[src/rtl/la_capture_core.sv]
// Logic-analyzer capture core: circular probe buffer with a pre-trigger window,
// masked level/edge trigger with any/all combining, and a chronological read port.
module la_capture_core #(
  parameter int unsigned DATA_W = 8,
  parameter int unsigned DEPTH  = 256,
  parameter int unsigned TRIG_W = 4,
  parameter int unsigned ADDR_W = $clog2(DEPTH)
) (
  input  logic              i_clk,
  input  logic              i_rst,
  input  logic [DATA_W-1:0] i_data,
  input  logic [TRIG_W-1:0] i_trig,
  input  logic [TRIG_W-1:0] i_trig_mask,
  input  logic              i_trig_mode,
  input  logic              i_trig_and,
  input  logic [ADDR_W-1:0] i_pretrig,
  input  logic              i_arm,
  input  logic              i_rd_en,
  input  logic [ADDR_W-1:0] i_rd_addr,
  output logic [DATA_W-1:0] o_rd_data,
  output logic              o_rd_valid,
  output logic              o_armed,
  output logic              o_triggered,
  output logic              o_done,
  output logic [ADDR_W-1:0] o_trig_addr
);

  typedef enum logic [2:0] {
    S_IDLE,
    S_PRE,
    S_WAIT,
    S_POST,
    S_DONE
  } state_t;

  state_t            state;
  logic [DATA_W-1:0] mem [DEPTH];
  logic [ADDR_W-1:0] wr_ptr;
  logic [ADDR_W-1:0] pre_cnt;
  logic [ADDR_W-1:0] post_cnt;
  logic [ADDR_W-1:0] pretrig_q;
  logic [TRIG_W-1:0] mask_q;
  logic              mode_q;
  logic              and_q;
  logic [TRIG_W-1:0] trig_prev;

  logic [TRIG_W-1:0] hit_c;
  logic              trig_c;
  logic              wr_en_c;
  logic [ADDR_W-1:0] rd_idx_c;

  // Per-channel hit, then any/all combine; an empty mask can never fire.
  assign hit_c    = mask_q & (mode_q ? (i_trig & ~trig_prev) : i_trig);
  assign trig_c   = (mask_q != '0) && (and_q ? (hit_c == mask_q) : (hit_c != '0));
  assign wr_en_c  = (state == S_PRE) || (state == S_WAIT) || (state == S_POST);
  assign rd_idx_c = o_trig_addr - pretrig_q + i_rd_addr;

  // Sample storage; contents are don't-care until a capture completes.
  always_ff @(posedge i_clk) begin
    if (wr_en_c) mem[wr_ptr] <= i_data;
  end

  // Capture sequencer and registered outputs.
  always_ff @(posedge i_clk or posedge i_rst) begin
    if (i_rst) begin
      state       <= S_IDLE;
      wr_ptr      <= '0;
      pre_cnt     <= '0;
      post_cnt    <= '0;
      pretrig_q   <= '0;
      mask_q      <= '0;
      mode_q      <= 1'b0;
      and_q       <= 1'b0;
      trig_prev   <= '0;
      o_rd_data   <= '0;
      o_rd_valid  <= 1'b0;
      o_armed     <= 1'b0;
      o_triggered <= 1'b0;
      o_done      <= 1'b0;
      o_trig_addr <= '0;
    end else begin
      trig_prev  <= i_trig;
      o_rd_valid <= 1'b0;
      if (i_arm) begin
        pretrig_q   <= i_pretrig;
        mask_q      <= i_trig_mask;
        mode_q      <= i_trig_mode;
        and_q       <= i_trig_and;
        wr_ptr      <= '0;
        pre_cnt     <= '0;
        o_triggered <= 1'b0;
        o_done      <= 1'b0;
        o_armed     <= 1'b1;
        state       <= (i_pretrig != '0) ? S_PRE : S_WAIT;
      end else begin
        case (state)
          S_PRE: begin
            wr_ptr  <= wr_ptr + ADDR_W'(1);
            pre_cnt <= pre_cnt + ADDR_W'(1);
            if (pre_cnt + ADDR_W'(1) == pretrig_q) state <= S_WAIT;
          end
          S_WAIT: begin
            wr_ptr <= wr_ptr + ADDR_W'(1);
            if (trig_c) begin
              o_trig_addr <= wr_ptr;
              o_triggered <= 1'b1;
              post_cnt    <= ADDR_W'(DEPTH - 1) - pretrig_q;
              // A full pre-trigger window leaves no post samples to take.
              if (pretrig_q == ADDR_W'(DEPTH - 1)) begin
                state   <= S_DONE;
                o_done  <= 1'b1;
                o_armed <= 1'b0;
              end else begin
                state <= S_POST;
              end
            end
          end
          S_POST: begin
            wr_ptr   <= wr_ptr + ADDR_W'(1);
            post_cnt <= post_cnt - ADDR_W'(1);
            if (post_cnt == ADDR_W'(1)) begin
              state   <= S_DONE;
              o_done  <= 1'b1;
              o_armed <= 1'b0;
            end
          end
          S_DONE: begin
            if (i_rd_en) begin
              o_rd_data  <= mem[rd_idx_c];
              o_rd_valid <= 1'b1;
            end
          end
          default: ;
        endcase
      end
    end
  end

endmodule

[config.mk]
export PLATFORM = sky130hd
export DESIGN_NAME = la_capture_core
export DESIGN_NICKNAME = d
export VERILOG_FILES = /design/src/rtl/la_capture_core.sv
export SDC_FILE = /design/constraint.sdc
export NUM_CORES = 2
export LEC_CHECK = 0
export BUFFER_PORTS_ARGS = -buffer_cell sky130_fd_sc_hd__buf_2
export CELL_PAD_IN_SITES_DETAIL_PLACEMENT = 1
export CELL_PAD_IN_SITES_GLOBAL_PLACEMENT = 1
export CORE_UTILIZATION = 55
export CTS_CLUSTER_DIAMETER = 30
export CTS_CLUSTER_SIZE = 25
export DETAILED_ROUTE_END_ITERATION = 10
export PLACE_DENSITY = 0.76
export SETUP_SLACK_MARGIN = 0.15
export SYNTH_ARGS = -nofsm -noshare
export SYNTH_HDL_FRONTEND = slang
export SYNTH_SLANG_ARGS = --single-unit
[constraint.sdc]
create_clock -name i_clk -period 4.75 [get_ports i_clk]
set_clock_uncertainty 0.1 [all_clocks]
set_input_delay 0.2375 -clock i_clk [delete_from_list [all_inputs] [get_ports i_clk]]
set_output_delay 0.2375 -clock i_clk [all_outputs]
set_load 0.02 [all_outputs]
==> impl_results.md <==
* Outcome: finished clean
* WP data arrival at 5.41 ns
* Row Count at 142
* FMAX at around 210 MHz
* Reg2reg end: o_rd_data[5]$_DFFE_PP0P_
* WP buf/inv at 6
* Top routing layer in use: met5
* DR vias at roughly 50000
* Metal2 WL at approximately 130 mm
* ANT nets after route at 0
* Most frequent cell after synthesis: edfxtp_1
* CP Depth at 17
* Max_cap viols at 0
* Top-area cell type share of the netlist area at 73.5%
* #FFs+latches synth at 2113
* Num ports at 58
* Crit path capture type: register
* Antenna violations before repair at 11
* Largest net degree at the start of global routing at 164
* Chip height at between 300 and 400 um
* Slowest cell on the critical path: fa_4
* Unrepaired setup endpoints after global routing: yes
* Syn nets at 4232
* Final nets at slightly below 5000
* GPL Wtd Cong at 0.831
* Worst slack, placed at -0.0345 ns
* Sequential share of the synthesized area at 75.5%
* Setup crit start kind: register
* Largest delay share family, worst path: adder cells
* Clock Power Share at 48.6%
* Vias per cell at 6.82
* CTS clk-pin slew, worst paths at roughly 0.050 ns
* Switching power at 0.0180 W
* CTS max path bufs at 4
* Switching share of power at 28.6%
* Post-DR wirelength/cell at ~38 um
* Final Hold Fails at 0
* Reg-to-reg startpoint: o_trig_addr[0]$_DFFE_PP0P_
* Crit-path max FO at 7
* DP Area at 0.0880 sq mm
* Metal3 WL at 30.8 mm
* Post-DP HPWL at about 140 mm
* Number of enable flip-flop cells after synthesis at 2048
* Top_reg_cell synth: edfxtp_1
* First-pass GRT wire length at between 300 and 400 mm
* P_leak at between 30 and 40 nW
* Sink Count at 2113
* Worst skew pair latency at 0.94 ns
* Final WL at 272 mm
* Worst R2R Setup Slack at just under 0.04 ns
* PortBufs at 57
* FILL cells at 11800
* Finish-stage setup viols at 0
* Crit-path cells: inv_1 -> ha_1 -> inv_1 -> ha_4 -> inv_1 -> fa_4 -> buf_4 -> buf_4 -> mux4_2 -> and2_1 -> a2111oi_0 -> a31oi_1 -> mux2i_1 -> mux2i_1 -> buf_4 -> a22oi_1 -> nand4_1
* Worst slew pin tran at 1.28 ns
* Metal-1 WL at 94.5 mm
* Worst setup path start: o_trig_addr[0]$_DFFE_PP0P_
* FFs w/ async S/R, synth at 3.08%
* H-Tree Depth at 5
* Syn avg cell area at roughly 20 sq um
* Die Footprint at 0.154 sq mm
* Synth Instances at 4172
* Vias in the first global route at 51300
* Pwr/cell area at 609 mW/mm^2
* All-Layer GR Usage at 35.3%
* Slew Limit Fails at 0
* Final min period at about 4.7 ns
* Cell area after layout at 0.104 sq mm
* CTS Buf Count at 412
* Top post-synthesis cells by count: edfxtp_1, mux4_2, nand2_1, nor2_1, mux2i_1
* Crit Path Category: register to register
* Synth area leaders: edfxtp_1, mux4_2, dfrtp_1
* Final critical-path share of the clock period at 99.2%
* End of the critical path: o_rd_data[5]$_DFFE_PP0P_
* TritonCTS clock tree: yes
* Distinct cells, synth at 72
* Core area at 0.150 sq mm
* Area Growth Syn to Fin at 23.9%
* Largest stage delay on the critical path at between 0.9 and 1 ns
* DRC viols at 0
* Slew margin rel. at 14.6%
* Initial core utilization at between 50% and 60%
* Int Pwr at 0.0450 W
* Worst R2R Path Depth at 17
* Clk root buf: clkbuf_16
* Worst Path Required at ~5.5 ns
* Comb pwr share at 18.4%
* Layout cell share with drive strength beyond 1 at 32.9%
* Reg power frac at between 30 and 40%
* GRT overflow at 0
* Peak VDD IR at 0.477 mV
* Leading area contributor after synthesis: edfxtp_1
* Post-Syn Area at roughly 0.084 sq mm
* Setup ws final at 0.0393 ns
* Syn. warnings at 0
* Iteration count of the initial detailed-routing pass at 6
* Chip Width at 392 um
* Worst Hold Class: input pin to register
* Initial DRC Count at ~7000
## per-stage QoR
step                utilization, %  setup TNS [ns]  instances  total power, W  hold slack [ns]
detailed placement            58.6         -0.0780       6283          0.0315            0.182
CTS                           68.6               0       7098          0.0623           0.0432
global placement              58.6               0       6283          0.0312            0.169
finish                        68.9               0       7129          0.0631           0.0876
floorplan                        -               0       4172          0.0273            0.169
global route                  68.9         -0.0123       7119          0.0640           0.0611
## worst reg2reg max path: stages, from the launching register on
cell and delay, ns:
dfrtp_1 0.38, inv_1 0.07, ha_1 0.32, inv_1 0.10, ha_4 0.15, inv_1 0.08
fa_4 0.95, buf_4 0.20, buf_4 0.21, mux4_2 0.32, and2_1 0.18, a2111oi_0 0.50
a31oi_1 0.11, mux2i_1 0.21, mux2i_1 0.10, buf_4 0.17, a22oi_1 0.27, nand4_1 0.16
## cells by family (layout without fill, tap and decap cells)
logic type / Yosys count / after routing / share of synthesized area, %
adder cells (fa/ha/maj): 22 / 22 / 0.392
flip-flops: 2113 / 2113 / 75.5
XOR/XNOR: 29 / 29 / 0.304
AND/OR/NAND/NOR: 847 / 847 / 4.27
multiplexers: 666 / 666 / 15.9
other: 0 / 10 / 0
AO/OA/AOI/OAI: 210 / 211 / 1.95
buffers and inverters: 285 / 1215 / 1.73
## state kept, by name (all words and copies together), names as in the netlist
| register | flops |
|---|---|
| mem | 2048 |
| o_rd_data | 8 |
| o_trig_addr | 8 |
| post_cnt | 8 |
| pre_cnt | 8 |
| pretrig_q | 8 |
| wr_ptr | 8 |
| mask_q | 4 |
| trig_prev | 4 |
| state | 3 |
| and_q | 1 |
| mode_q | 1 |
| o_armed | 1 |
| o_done | 1 |
| o_rd_valid | 1 |
| o_triggered | 1 |
## area by class of cell
cell class                      count  area [sq um]  area share, %
Antenna cell                       10          25.0         0.0242
Clock buffer                      445         10600           10.2
Clock inverter                    305          3750           3.62
Inverter                           43           161          0.156
Multi-Input combinational cell   1775         19400           18.8
Sequential cell                  2113         63100           60.9
Tap cell                         2016          2520           2.43
Timing Repair Buffer              422          4000           3.86
## how the worst min path moves through the flow
| stage | start | end | slack, ns | depth (start not counted) |
|---|---|---|---|---|
| after floorplan | i_trig[0] | trig_prev[0]$_DFF_PP0_ | 0.17 | 0 |
| after global placement | i_rst | mode_q$_DFFE_PP0P_ | 0.17 | 2 |
| after detailed placement | i_rst | mode_q$_DFFE_PP0P_ | 0.18 | 2 |
| after CTS | i_rd_en | o_rd_valid$_DFF_PP0_ | 0.04 | 4 |
| after global routing | i_rd_en | o_rd_data[3]$_DFFE_PP0P_ | 0.06 | 5 |
| final | i_rd_en | o_rd_data[3]$_DFFE_PP0P_ | 0.09 | 5 |
## power groups by stage
stage	Sequential (W)	Clock (W)	Combinational (W)
2_1_floorplan	0.0211	0	0.00613
3_3_place_gp	0.0212	0	0.0101
3_5_place_dp	0.0212	0	0.0103
4_1_cts	0.0208	0.0305	0.0109
5_1_grt	0.0209	0.0314	0.0118
6_report	0.0209	0.0306	0.0116
## timing repair
item / CTS / global route
hold endpoints to repair: 961 / 0
hold buffers: 61 / 0
pin swaps: 1 / 9
resized for setup: 11 / 54
endpoints found under the setup margin: 8 / 8
buffers inserted: 4 / 15
gates cloned: 0 / 5
## cell usage in the layout, fill, tap and decap left out, types with 14 or more instances in the layout
cell,Yosys,routed
nand2_2,1,16
buf_2,69,49
o211ai_1,15,15
bufinv_16,0,67
inv_6,0,47
clkbuf_1,88,25
dlygate4sd3_1,0,61
a311oi_1,29,28
mux2_2,24,24
nand3_1,86,83
mux4_2,527,527
clkinv_1,0,36
and2_1,14,14
o21ai_0,30,29
clkbuf_16,0,423
clkinv_2,0,53
ha_1,15,14
inv_1,43,42
edfxtp_1,2048,2048
and3_1,33,33
buf_4,38,244
buf_12,0,42
nand2_1,352,336
a311o_1,17,17
clkinvlp_4,0,48
mux2i_1,115,106
nand4_1,18,18
clkinv_4,0,34
nor2_1,298,295
xor2_1,17,15
dfrtp_1,65,65
## metal layers
metal | track usage, % | vias up
li1 | - | 18300
met5 | 0 | -
met1 | 46.2 | 25300
met2 | 56.2 | 4020
met3 | 8.20 | 905
met4 | 17.4 | 14
(Power assumes the default switching activity.)
